<file path="config.mk">
export PLATFORM = sky130hd
export DESIGN_NAME = arcade_input_ctrl
export DESIGN_NICKNAME = d
export VERILOG_FILES = /design/src/rtl/arcade_input_ctrl.sv
export SDC_FILE = /design/constraint.sdc
export NUM_CORES = 1
export LEC_CHECK = 0
export BUFFER_PORTS_ARGS = -buffer_cell sky130_fd_sc_hd__buf_2
export CAP_MARGIN = 20
export CORE_UTILIZATION = 55
export CTS_CLUSTER_DIAMETER = 150
export DETAILED_ROUTE_END_ITERATION = 10
export PLACE_DENSITY = 0.74
export RECOVER_POWER = 50
export SETUP_SLACK_MARGIN = 0.15
export SLEW_MARGIN = 30
export SYNTH_ARGS = -nofsm -noshare
export SYNTH_HDL_FRONTEND = slang
export SYNTH_SLANG_ARGS = --single-unit
export TNS_END_PERCENT = 100
</file>
<file path="constraint.sdc">
create_clock -name clk_sys -period 2.8 [get_ports clk_sys]
set_input_delay 0.42 -clock clk_sys [delete_from_list [all_inputs] [get_ports clk_sys]]
set_output_delay 0.42 -clock clk_sys [all_outputs]
set_load 0.005 [all_outputs]
</file>
<file path="src/rtl/arcade_input_ctrl.sv">
// arcade_input_ctrl: merges PS/2 key events and two joysticks into registered
// player controls, and shapes each coin input into a fixed-width pulse with a gap.
//   clk_sys     system clock, all logic on the rising edge
//   reset_n     asynchronous active-low reset
//   ps2_key     [10] toggles on each event, [9] pressed, [8:0] scan code (bit 8 = E0)
//   joystick_0  player 1 pad: [0]R [1]L [2]D [3]U [4]F1 [5]F2 [6]St1 [7]St2 [8]Coin
//   joystick_1  player 2 pad, same layout
//   p1, p2      {fire2,fire1,up,down,left,right}, registered
//   start1/2    start buttons, registered
//   coin1/2     shaped coin pulses
//   test        service/test switch, registered
module arcade_input_ctrl #(
    parameter logic [23:0] COIN_PULSE = 24'd600000,
    parameter logic [23:0] COIN_GAP   = 24'd600000
) (
    input  logic        clk_sys,
    input  logic        reset_n,
    input  logic [10:0] ps2_key,
    input  logic [15:0] joystick_0,
    input  logic [15:0] joystick_1,
    output logic [5:0]  p1,
    output logic [5:0]  p2,
    output logic        start1,
    output logic        start2,
    output logic        coin1,
    output logic        coin2,
    output logic        test
);
    typedef enum logic [1:0] {IDLE, PULSE, GAP} coin_state_t;
    logic       armed;
    logic       old_tog;
    logic       key_evt;
    logic [5:0] key_p1;
    logic [4:0] key_p2;
    logic       key_start1;
    logic       key_start2;
    logic       key_coin1;
    logic       key_coin2;
    logic       key_test;
    logic [1:0] raw_coin;
    logic [1:0] coin_q;
    logic       unused_joy;
    assign unused_joy = ^{joystick_0[15:9], joystick_1[15:9]};
    // the first edge after reset only captures the toggle level, so a stale
    // toggle state never registers as a key event
    assign key_evt = armed && (ps2_key[10] != old_tog);
    always_ff @(posedge clk_sys or negedge reset_n) begin
        if (!reset_n) begin
            armed      <= 1'b0;
            old_tog    <= 1'b0;
            key_p1     <= '0;
            key_p2     <= '0;
            key_start1 <= 1'b0;
            key_start2 <= 1'b0;
            key_coin1  <= 1'b0;
            key_coin2  <= 1'b0;
            key_test   <= 1'b0;
        end else begin
            armed   <= 1'b1;
            old_tog <= ps2_key[10];
            if (key_evt) begin
                case (ps2_key[8:0])
                    9'h075, 9'h175: key_p1[3]  <= ps2_key[9];
                    9'h072, 9'h172: key_p1[2]  <= ps2_key[9];
                    9'h06B, 9'h16B: key_p1[1]  <= ps2_key[9];
                    9'h074, 9'h174: key_p1[0]  <= ps2_key[9];
                    9'h029:         key_p1[4]  <= ps2_key[9];
                    9'h014:         key_p1[5]  <= ps2_key[9];
                    9'h005, 9'h016: key_start1 <= ps2_key[9];
                    9'h006, 9'h01E: key_start2 <= ps2_key[9];
                    9'h02E:         key_coin1  <= ps2_key[9];
                    9'h036:         key_coin2  <= ps2_key[9];
                    9'h02D:         key_p2[3]  <= ps2_key[9];
                    9'h02B:         key_p2[2]  <= ps2_key[9];
                    9'h023:         key_p2[1]  <= ps2_key[9];
                    9'h034:         key_p2[0]  <= ps2_key[9];
                    9'h01C:         key_p2[4]  <= ps2_key[9];
                    9'h02C:         key_test   <= ps2_key[9];
                    default: ;
                endcase
            end
        end
    end
    always_ff @(posedge clk_sys or negedge reset_n) begin
        if (!reset_n) begin
            p1     <= '0;
            p2     <= '0;
            start1 <= 1'b0;
            start2 <= 1'b0;
            test   <= 1'b0;
        end else begin
            p1     <= key_p1 | joystick_0[5:0];
            p2     <= {joystick_1[5], key_p2 | joystick_1[4:0]};
            start1 <= key_start1 | joystick_0[6] | joystick_1[6];
            start2 <= key_start2 | joystick_0[7] | joystick_1[7];
            test   <= key_test;
        end
    end
    assign raw_coin = {key_coin2 | joystick_1[8], key_coin1 | joystick_0[8]};
    for (genvar i = 0; i < 2; i++) begin : g_coin
        coin_state_t state;
        logic [23:0] cnt;
        logic        pending;
        logic        raw_d;
        logic        coin_r;
        logic        rise;
        assign rise      = raw_coin[i] & ~raw_d;
        assign coin_q[i] = coin_r;
        always_ff @(posedge clk_sys or negedge reset_n) begin
            if (!reset_n) begin
                state   <= IDLE;
                cnt     <= '0;
                pending <= 1'b0;
                raw_d   <= 1'b0;
                coin_r  <= 1'b0;
            end else begin
                raw_d <= raw_coin[i];
                case (state)
                    IDLE: if (rise) begin
                        state  <= PULSE;
                        cnt    <= COIN_PULSE - 24'd1;
                        coin_r <= 1'b1;
                    end
                    PULSE: begin
                        if (rise) pending <= 1'b1;
                        if (cnt != '0) cnt <= cnt - 24'd1;
                        else begin
                            state  <= GAP;
                            cnt    <= COIN_GAP - 24'd1;
                            coin_r <= 1'b0;
                        end
                    end
                    GAP: if (cnt != '0) begin
                        cnt <= cnt - 24'd1;
                        if (rise) pending <= 1'b1;
                    end else if (pending || rise) begin
                        // a pending credit starts now; a rise on this same edge
                        // is kept as the next pending credit
                        state   <= PULSE;
                        cnt     <= COIN_PULSE - 24'd1;
                        coin_r  <= 1'b1;
                        pending <= pending & rise;
                    end else state <= IDLE;
                    default: state <= IDLE;
                endcase
            end
        end
    end
    assign coin1 = coin_q[0];
    assign coin2 = coin_q[1];
endmodule

</file>
==> results of run 1 <==
[how the worst min path moves through the flow]
stage / startpoint / endpoint / slack, ns / depth (start not counted)
2_1_floorplan: reset_n / armed / 0.12 / 0
3_5_place_dp: key_test / test / 0.37 / 0
3_3_place_gp: key_test / test / 0.36 / 0
5_1_grt: joystick_1[5] / p2[5] / 0.14 / 1
6_report: joystick_1[5] / p2[5] / 0.17 / 1
4_1_cts: reset_n / g_coin[0].cnt[4] / 0.09 / 1
[timing repair]
item,CTS,global route
setup endpoints to repair,0,1
gates resized for setup,0,1
endpoints found under the hold margin,0,0
[flip-flops by register name, summed over array words and instances, names as in the netlist, 2 cells and up]
name            cells
p2                  6
g_coin.pending      2
key_p2              5
g_coin.cnt         48
g_coin.state        4
g_coin.raw_d        2
key_p1              6
p1                  6
[cells in the final DEF (no fill, tap or decap), types with 9 or more instances in the layout]
master	n
mux2_2	10
a21oi_1	23
or2_2	13
nand4_1	9
nor3_1	17
o21ai_1	39
buf_2	45
nor2_1	50
nor4_1	10
dfrtp_1	91
nor2b_1	12
clkbuf_8	9
ha_1	12
buf_4	15
nand3_1	13
nand2_1	49
a31oi_1	12
o21ai_0	15
inv_1	12
[layer usage]
layer | wire length (µm) | up-vias | GRT usage
met3 | 455 | 23 | 0.0391
met1 | 4420 | 1909 | 0.314
met4 | 191 | 0 | 0.0909
met2 | 5070 | 107 | 0.395
li1 | - | 1954 | -
met5 | 0 | - | 0
[per-stage QoR]
| stage | cells | total power, mW | cell area (µm²) | hold slack, ns |
|---|---|---|---|---|
| global placement | 659 | 2.71 | 5210 | 0.357 |
| finish | 674 | 3.57 | 5370 | 0.170 |
| CTS | 674 | 3.59 | 5380 | 0.0915 |
| detailed placement | 659 | 2.77 | 5210 | 0.365 |
| floorplan | 507 | 2.40 | 4790 | 0.124 |
| global route | 674 | 3.83 | 5370 | 0.140 |
[area by class of cell]
cell class / count / area share
clock buffers: 9 / 0.0231
flip-flops and latches: 91 / 0.424
clock inverters: 6 / 0.00908
multi-input cells: 386 / 0.444
repair buffers: 65 / 0.0666
well taps: 105 / 0.0245
inverters: 12 / 0.00839
[kinds of logic after synthesis]
logic type      count (synthesis)
buf+inv                        30
compound gates                130
flops                          91
mux                            19
simple gates                  222
other cells                     1
xor+xnor                        2
fa+ha+maj                      12
[critical path: cells and delay by family (launching register included)]
| family | cells | cell delay (ns) |
|---|---|---|
| flops | 1 | 0.43 |
| simple gates | 4 | 1.25 |
| compound gates | 2 | 0.29 |
| buf+inv | 2 | 0.41 |
[where the power goes]
part	total (mW)	switching [mW]	leakage, nW	internal (mW)
registers	1.57	0.138	1.08	1.43
logic	1.18	0.753	1.12	0.423
clock network	0.819	0.493	0.0783	0.326
total	3.57	1.38	2.27	2.18
[cell usage after synthesis (4+ instances only)]
master,count,area share
a21oi_1,23,0.024
a31oi_1,12,0.016
buf_2,4,0.0042
clkbuf_1,13,0.010
dfrtp_1,91,0.48
ha_1,12,0.031
inv_1,12,0.0094
mux2_1,7,0.016
mux2_2,10,0.024
nand2_1,49,0.038
nand2b_1,8,0.010
nand3_1,13,0.014
nand4_1,9,0.012
nand4b_1,4,0.0073
nor2_1,51,0.040
nor2b_1,12,0.016
nor3_1,17,0.018
nor4_1,10,0.013
o211ai_1,4,0.0063
o21a_1,9,0.014
o21ai_0,15,0.016
o21ai_1,39,0.041
o31ai_1,7,0.011
or2_1,4,0.0052
or2_2,13,0.017
or3_1,8,0.010
or4_1,4,0.0063
==> impl_summary.md, run 1 <==
Run status
The run finished with clean final reports.

Placement
Detailed placement ended at an HPWL of between 7000 and 8000 µm. The post-placement worst setup slack is 0.335 ns. The count of port buffers added during placement is 47. The final weighted congestion of routability-driven global placement is 0.814.

CTS
After clock tree synthesis, the clock-pin slew on the worst setup and hold paths is approximately 0.090 ns. TritonCTS built the clock tree. The post-CTS setup repair buffer count is 0.

In this run the clock root is driven by a clkbuf_8. Hold repair after CTS inserted 0 buffers. The clock network latency to the later pin of the worst-skew pair is 0.36 ns. The deepest level of the CTS H-tree is 3. The number of buffers inserted during clock tree synthesis is 9. The TritonCTS sink count is a little over 90. The number of buffers on the longest clock path is 2.

Yosys
The fraction of the mapped netlist area in compound gates is 0.167. Of the total synthesized cell area, the portion taken by full adders, half adders and majority gates is 0.0314. The summed instance area of the synthesized netlist is between 0.004 and 0.005 mm². The XOR/XNOR share of the synthesized area is 0.00366. The distinct cell type count of the synthesized netlist is 56. For this run, the leading register cell type out of synthesis is dfrtp_1. The post-synth net total is between 500 and 600. For this run, asynchronously set or reset flops after synthesis account for 1.00. The largest family of logic cells by synthesized area is simple AND/OR/NAND/NOR gates. The post-synthesis area per instance is approximately 9.4 µm². Measured against the total synthesized area, the mux share comes to 0.0442. The count of flip-flops with a built-in enable after synthesis is 0.

Counting every instance in the synthesized netlist gives a little over 500. Yosys printed 0 warnings. The simple-gate area share of the yosys netlist is 0.251.

After synthesis the netlist holds a flip-flop and latch count of between 90 and 100. The share of the Yosys chip area taken by registers is 0.476.

Floorplanning
The initialized floorplan defines 33 standard-cell rows. The initial core utilization is 0.577. The die width is between 90 and 100 µm. The die area is just over 0.009 mm². The number of ports placed on the die boundary is between 60 and 70.

The die is ~95 µm tall. The core area is around 0.0083 mm².

Critical path
For this run, the slowest stage of the critical path takes about 0.60 ns. The worst register-to-register path begins at g_coin[1].cnt[6]. STA classifies the critical path startpoint as a register.

The cell with the largest stage delay on the worst path is or4_4. The endpoint kind of the worst setup timing path is a register. The capturing element of the worst setup path is g_coin[1].cnt[10].

The register-to-register path setup slack is just over 0.3 ns. Walking the worst path, the cells encountered are or4_4 -> nor4_1 -> nand4_1 -> buf_4 -> o21ai_1 -> buf_4 -> nor2_1 -> o22a_1. The worst setup path is of the register to register kind. The first element of the critical path is g_coin[1].cnt[6].

The data arrival time of the worst path is approximately 2.8 ns. The worst register-to-register path ends at g_coin[1].cnt[10]. Among the stages of the critical path, the cell type that occurs most often is buf_4. The maximum fanout count along the critical path is 11. The depth of the worst register-to-register path is 8. The critical path required time is approximately 3 ns.

Timing
The highest attainable clock frequency is roughly 400 MHz. Summed over all failing endpoints, the final setup total negative slack is 0 ns. After layout, the worst setup slack is between 0.3 and 0.4 ns. For the pin with the worst max-slew slack, the measured transition is between 1 and 1.5 ns.

Of the available clock period, the critical path in the final layout requires 0.892. The max-slew violation count is 0. Across the routed clock network, the largest skew measured is around 0.017 ns. Setup violations remaining at the end of the flow were counted as 0. The final critical path time including I/O delays and setup is roughly 2.5 ns.

Measured against its own limit, the worst slew margin works out to 0.165. The final hold violation count is 0. Setup repair after global routing left no endpoint under its margin.

Global routing
The largest net degree at the start of global routing is 52. The first global-routing pass estimated between 15000 and 20000 µm of wire. The via count of the first global-routing pass is 3720. The number of antenna violations at the first check in global routing was 0.

The aggregate global-route resource usage is 0.239. The final global-route overflow total is 0.

Route
Dividing the detail-routed wire length by the instance count gives about 15 µm. In the routed design, unresolved DRC markers number 0. Once detail routing completed, the nets flagged for antenna violations numbered 0. After detailed routing, the number of vias per cell comes to 5.92.

The via count is 3993. The number of optimization iterations in the first detailed-route pass is 4. The DRC violation total after the first TritonRoute iteration is roughly 170.

Summed over all layers, the routed wires come to about 10000 µm.

Layout
The proportion of layout cells with a drive suffix above 1 is 0.206. Summing all flip-flop and latch instances after layout gives 0.00228 mm². The net count of the finished layout is roughly 620. The repair_antennas step left the layout with diodes totalling 0. Summing all multi-input logic gate instances after layout gives between 0.002 and 0.0025 mm².

The fill cell instance count of the final layout is roughly 700. Compared with the post-synthesis result, the final layout area differs by 12.2%. The final core utilization is 0.647.

Flow run
Across the run, the number of max-cap violations was 0.

Power
Across the VDD grid, the largest voltage drop is 0.000391 V. The total power density per cell area is roughly 660 mW/mm². In this run the static leakage power is between 2 and 2.5 nW.

Worst hold path
The worst min-delay path class is input pin to register.
(Power assumes the default switching activity.)
==> run 2: changes to the inputs <==
ABC_AREA = 1   (was unset)
==> run 2 against run 1 <==
First-iteration DRC count up 10%. Critical endpoint is now g_coin[0].cnt[10]. Non-clock buffer count down 17. Largest cell class unchanged. Sequential power is 11% higher. Fmax rose by 28%. Total power grew 27%. Synthesized area grew 13%. Sequential cell count stayed put. Count of clock-buffer cells in the layout rose by 1. Via count up 19%.
==> impl_summary.md, run 2 <==
Run status
The run finished with clean final reports.

Critical path
STA puts the critical path data required time at 3.14 ns. Traced cell by cell, the critical path runs through clkbuf_2 -> clkbuf_2. The cell family contributing the most delay on the critical path is buffers and inverters. The sort of element at the start of the critical path is an input pin. The slowest stage of the critical path belongs to the cell clkbuf_2. In this design, the critical path's most frequently occurring cell is clkbuf_2. The delay contributed by the slowest stage of the critical path is ~0.94 ns. The endpoint kind of the worst setup timing path is an asynchronous set/reset pin. The type of the setup path with the least slack is input pin to asynchronous set/reset pin. The data arrival time of the worst path is between 2 and 2.5 ns. The maximum fanout count along the critical path is 50.

The critical path contains buffers and inverters numbering 2 combined.

Timing
Setup slack on the critical path of the routed design comes to about 0.84 ns. The setup TNS after final layout is 0 ns. Hold timing on the final database bottoms out at a slack of 0.152 ns.

Between clock sinks in the finished design, the worst skew comes to roughly 0.014 ns. The final hold violation count is 0. In the finished design, the share of the clock period the worst path needs comes to 0.699. Setup repair after global routing left no endpoint under its margin. The final critical path time including I/O delays and setup is approximately 2.0 ns. The max-slew violation count is 0. The normalized max-slew margin is 0.169. For the pin with the worst max-slew slack, the measured transition is around 1.2 ns. Static timing analysis puts the maximum clock frequency at just over 500 MHz. Setup violations remaining at the end of the flow were counted as 0.

Layout
The final design instance area without fill is around 0.006 mm². The layout-stage area growth over the synthesis result is 9.16%. Leaving out fill and tap cells, the most frequent cell in the layout is nand2_1.

The post-route non-filler standard cell count is 917. In the layout the commonest cells are nand2_1, nor2_1, dfrtp_1. The register with the most flip-flops is g_coin.cnt. The register with the most flip-flops in the layout has 48 of them.

Of the cells placed in the final design, the portion with a size suffix greater than 1 is 0.143. Once layout is complete, the utilization of the core stands at 0.628. The antenna diode count is 0. Counting the fill cells in the layout gives approximately 860.

After the last flow step, the layout net total stands at 840.

Power
Power comes to 4.53 mW. The maximum resistive drop on vdd is between 0.0005 and 0.0006 V. For this design the ratio of total power to cell area is around 770 mW/mm². The leakage dissipation is about 2.9 nW.

Yosys
The number of nets in the synthesized netlist is around 790. The distinct cell type count of the synthesized netlist is 35. dfrtp_1 takes more of the synthesized area than any other cell. In the post-synthesis netlist, the biggest area contributors are dfrtp_1, nand2_1, nor2_1.

The sequential cell area fraction in the yosys report is 0.422. The summed instance area of the synthesized netlist is around 0.0054 mm². In this run, synthesis inferred 0 flip-flops with an integrated enable.

For this run, the leading register cell type out of synthesis is dfrtp_1. Synthesis produced about 740 cells. The number of register bits inferred by synthesis is 91. The most common cell in the synthesized netlist is nand2_1.

A synthesized cell averages ~7.3 µm². By count the netlist is led by nand2_1, nor2_1, dfrtp_1, inv_1, nand3_1. Of the post-synthesis cell area, the dominant cell type holds 0.422. For this run, asynchronously set or reset flops after synthesis account for 1.00. The total of warnings raised by yosys is 0.

Global routing
The first-pass GRT wire length is between 20000 and 25000 µm. For this run, the total global-route usage over all layers was measured as 0.247. Entering global routing, the biggest net connects about 50 pins. The final global-route overflow total is 0.

The via count of the first global-routing pass is ~4700. The number of antenna violations at the first check in global routing was 0.

Route
The detailed-route wire length is about 11000 µm. The first TritonRoute pass finished after 7 iterations. The via count is roughly 4800. The routed wirelength normalized by instance count is between 10 and 15 µm. The first routing iteration left between 150 and 200 violations. The via count normalized by instance count is just over 5. The remaining routing DRC violations is 0.

The detail route stage leaves a number of antenna-violating nets equal to 0.

CTS
The TritonCTS clock tree is done. The number of gates resized after CTS is 0. The quantity of hold-fixing buffers added after cts is 0.

For this design, the sink count on the clock tree is between 90 and 100. CTS placed an instance of clkbuf_8 at the clock tree root. Once the clock tree was built, the setup fixing pass inserted 0 buffers. The clock transition at the registers of the reported paths is about 0.10 ns. The deepest level of the CTS H-tree is 3. The clock network latency to the later pin of the worst-skew pair is 0.36 ns. The number of buffers on the longest clock path is 2. Buffers inserted during clock tree synthesis total 9.

Floorplanning
The die area is between 0.01 and 0.015 mm². After floorplanning, the core was sized to cover 0.00937 mm². The die height is just over 100 µm. Pin placement for this block handled just over 60 I/O pins. For this configuration, the core starts out at a cell density of 0.576. In this run the horizontal extent of the chip is between 100 and 150 µm. The count of standard-cell rows is 35.

Placement
The congestion estimate from routability-driven global placement came to 0.892. The wire-length estimate of the detail-placed layout is between 8000 and 9000 µm. Including well taps, the total number of placed cells is 901. The post-placement worst setup slack is 0.875 ns. Port buffering added 47 buffers.

The placed instances occupy a cell area of between 0.005 and 0.006 mm².

Worst hold path
The worst min-delay path class is input pin to register.

Flow run
The number of violations of the max-capacitance limit is 0.
-- run 2: cell types whose count changed in the layout (fill, tap and decap cells not counted), sizes merged, moves of 12 or more --
cell	change
nand2	+174
inv	+79
nor2	+65
nand3	+49
a21oi	-16
buf	-15
mux2	-15
nand4	+15
a31oi	-12
nor2b	-12
nor4	-12
-- run 2: logic make-up (layout without fill, tap and decap cells) --
kind of cell,count (synthesis),after routing,share of synthesized area
other,1,1,0.000695
buffers and inverters,101,153,0.0793
AOI/OAI and AO/OA,58,58,0.0573
muxes,2,2,0.00418
adders and majority gates,12,12,0.0278
DFF,91,91,0.422
xor gates and xnor gates,16,16,0.0260
and+or+nand+nor,455,455,0.383
-- run 2: power by group --
part | internal (mW) | switching, mW | total, mW
clock | 0.342 | 0.511 | 0.853
sequential | 1.54 | 0.211 | 1.75
combinational | 0.614 | 1.31 | 1.93
-- run 2: metal layers --
metal	vias up	wire length (µm)	GRT usage
met5	-	0	0
met4	0	137	0.0780
met3	12	441	0.0381
met2	109	5620	0.438
met1	2211	5190	0.310
li1	2419	-	-
-- run 2: final timing paths --
path,start,end,slack (ns),cells after the start
worst max register to register,g_coin[1].state[0],g_coin[1].cnt[0],0.88,8
worst min-delay path,joystick_1[5],p2[5],0.15,1
min in group asynchronous,reset_n,p1[1],0.30,1
max in group clk_sys,g_coin[1].state[0],g_coin[1].cnt[0],0.88,8
worst min register to register,key_test,test,0.39,0
worst max-delay path,reset_n,g_coin[0].cnt[10],0.84,2
-- run 2: area by class of cell --
cell class              count  area (µm²)  share of cell area
clock inverters             6        55.1             0.00935
multi-input cells         544        2690               0.458
flip-flops and latches     91        2280               0.387
clock buffers              10         128              0.0217
inverters                  89         334              0.0567
repair buffers             48         239              0.0406
well taps                 129         161              0.0274
==> run 3: changes to the inputs <==
clock period = 1.9 ns   (was 2.8 ns; I/O delays follow)
==> run 3 against run 2 <==
Non-clock buffer count increased by 41. Hold slack got worse by 0.14 ns. Sequential share of layout area decreased by 3.6 points. Die area unchanged. Sequential cell count unchanged. Total power increased by 75%. Global-route usage increased by 1.7 points. First-iteration DRC count increased by 64%. Wire length increased by 17%. Clock skew decreased by 0.0026 ns. Via count increased by 7.9%. Cell count increased by 5.1%. Critical path type is now register to register. Highest routed layer unchanged.
==> impl_summary.md, run 3 (same netlist as run 2, synthesis figures left out) <==
Run status
The run finished with clean final reports.

Layout
The layout net count is slightly below 900. Leaving out fill and tap cells, the most frequent cells in the layout are nand2_1, dfrtp_1, nor2_1, inv_1, nand3_1. 0 antenna diodes ended up in the layout. The post-route non-filler standard cell count is approximately 960. The register with the most flip-flops in the layout has 48 of them.

The proportion of layout cells with a drive suffix above 1 is 0.241. After routing the design area is approximately 0.0065 mm². The layout-stage area growth over the synthesis result is 20.7%.

The most common cell after layout, fill and taps aside is nand2_1. The register with the most flip-flops in the final layout is g_coin.cnt.

Floorplanning
The die area is 0.0102 mm². The die is 101 µm wide. The die height is ~100 µm.

The initial core utilization is 0.576. The count of standard-cell rows is 35. 62 I/O pins were placed. The floorplan step defined a core boundary enclosing 0.00937 mm².

Global routing
The final global-route overflow total is 0. The first-pass GRT wire length is ~21000 µm. Across every metal layer, demand over resource in global routing totals 0.265.

The via count of the first global-routing pass was 4774. The number of antenna violations at the first check in global routing is 0. The largest net degree at the start of global routing is 39.

Route
The count of antenna-violating nets left after detailed routing is 0. Summed over all layers, the routed wires come to ~13000 µm. The number of optimization iterations in the first detailed-route pass is 5. The routed wirelength normalized by instance count is between 10 and 15 µm.

After detailed routing, the number of vias per cell comes to around 5.3. After detailed routing, the number of remaining DRC violations is 0. Summing over every cut layer, the via total after detailed routing is about 5100. In this run, the number of DRC markers left after iteration 0 of detailed routing was 314.

CTS
The clock transition at the registers of the reported paths is 0.10 ns. The deepest level of the CTS H-tree is 3. The clock drives 91 sinks. No sink is reached through more buffers than the 2 on the longest clock path. The cell at the root of the clock tree is clkbuf_8.

The clock network latency to the later pin of the worst-skew pair is 0.37 ns. The number of buffers inserted during clock tree synthesis is 9. The TritonCTS clock tree is done.

Worst hold path
The worst min-delay path class is input pin to register.

Placement
The placed instances occupy a cell area of between 0.005 and 0.006 mm². Buffers placed on the I/O ports in this run total 47. The final weighted congestion of routability-driven global placement is around 0.9. After detailed placement, the design holds a cell count of approximately 920.

Summed over all nets, the half-perimeter wirelength after detailed placement is between 8000 and 9000 µm.

Power
The maximum resistive drop on vdd is between 0.001 and 0.0015 V. The leakage dissipation is approximately 3.2 nW. Power comes to between 7 and 8 mW. The total power density per cell area is ~1200 mW/mm².

Timing
The share of the cycle needed by the critical path after routing is 0.956. Setup violations remaining at the end of the flow were counted as 0. The clock skew is between 0.01 and 0.015 ns. Setup repair after global routing could not meet its margin everywhere. At the pin with the least slew margin, the transition time is 0.905 ns. The final hold violation count is 0. Final hold analysis gives a worst-case slack of ~0.012 ns. Headroom to the max-slew limit came out at 0.397. The final critical path time including I/O delays and setup is 1.82 ns.

The max-slew violation count came to 0. Derived from the worst setup path, the maximum achievable clock frequency is approximately 550 MHz.

Critical path
The total buffers and inverters traversed by the critical path is 3. The largest single stage delay on the critical path is 0.41 ns. The cell with the largest stage delay on the worst path is dfrtp_1. The worst setup path is of the register to register kind. The critical path required time is about 2.2 ns. Along the worst path, the maximum fanout reaches 6. The signal on the critical path passes through inv_2 -> ha_4 -> inv_2 -> nor2_2 -> nand2_1 -> nor2_2 -> nand3_4 -> nor2_4 -> buf_6 -> nor2_4 -> o21a_1.

The data arrival time of the worst path is ~2.1 ns. The sort of element at the start of the critical path is a register. The worst setup path is captured at a register.

The largest delay contributor family on the critical path is simple AND/OR/NAND/NOR gates.

Flow run
The tool flagged a number of max-cap violations equal to 0.
==> run 3: cell types whose count changed in the layout (fill, tap and decap cells not counted), sizes merged <==
cell | before | now
buf | 45 | 84
nor2 | 116 | 120
nand2 | 223 | 225
bufinv | 0 | 1
clkbuf | 13 | 14
clkinvlp | 2 | 1
dlygate4sd3 | 0 | 1
==> run 3: worst register-to-register path: stages, from the launching register on <==
cell     delay [ns]
dfrtp_1        0.41
inv_2          0.09
ha_4           0.14
inv_2          0.04
nor2_2         0.08
nand2_1        0.07
nor2_2         0.15
nand3_4        0.18
nor2_4         0.17
buf_6          0.15
nor2_4         0.06
o21a_1         0.19
==> run 3: metrics by stage <==
step	TNS, ns	util	worst slack, ns
final	0	0.695	0.0830
after global routing	0	0.695	0.0108
after CTS	0	0.662	0.124
after detailed placement	0	0.625	0.0409
after global placement	-2.01	0.624	-0.127
after floorplan	0	-	0.314
==> run 3: repair_timing <==
| action | in CTS | in global routing |
|---|---|---|
| hold buffers | 1 | 0 |
| gates cloned | 4 | 2 |
| buffers inserted | 7 | 17 |
| pin swaps | 6 | 15 |
| endpoints found under the setup margin | 47 | 55 |
| resized for setup | 12 | 52 |
| hold endpoints to repair | 33 | 0 |
==> run 3: report_power, final <==
part	internal, mW	switching [mW]	total, mW
Clock	0.672	0.761	1.43
Sequential	2.28	0.344	2.62
Combinational	1.45	2.41	3.86
Total	4.40	3.51	7.91
==> run 3: per-layer routing <==
layer	up-vias	share of wire	global-route usage
met5	-	0	0
met4	0	0.023	0.106
met3	34	0.048	0.0270
met2	158	0.51	0.472
met1	2407	0.42	0.329
li1	2528	-	-
==> run 3: area by class of cell <==
type / instances / area, µm²
clock buffers: 10 / 138
clock inverters: 6 / 77.6
fillers: 742 / 2860
inverters: 89 / 337
multi-input cells: 550 / 2930
flip-flops and latches: 91 / 2280
well taps: 129 / 161
repair buffers: 89 / 588
==> run 3: worst paths after layout <==
path | endpoint | cells after the start | from | slack [ns]
setup / recovery | g_coin[0].cnt[1] | 11 | g_coin[0].cnt[0] | 0.08
hold / removal | p2[5] | 1 | joystick_1[5] | 0.01
setup reg to reg | g_coin[0].cnt[1] | 11 | g_coin[0].cnt[0] | 0.08
hold reg to reg | test | 0 | key_test | 0.40
max in group asynchronous | g_coin[1].cnt[4] | 3 | reset_n | 0.49
min in group asynchronous | p1[4] | 2 | reset_n | 0.57
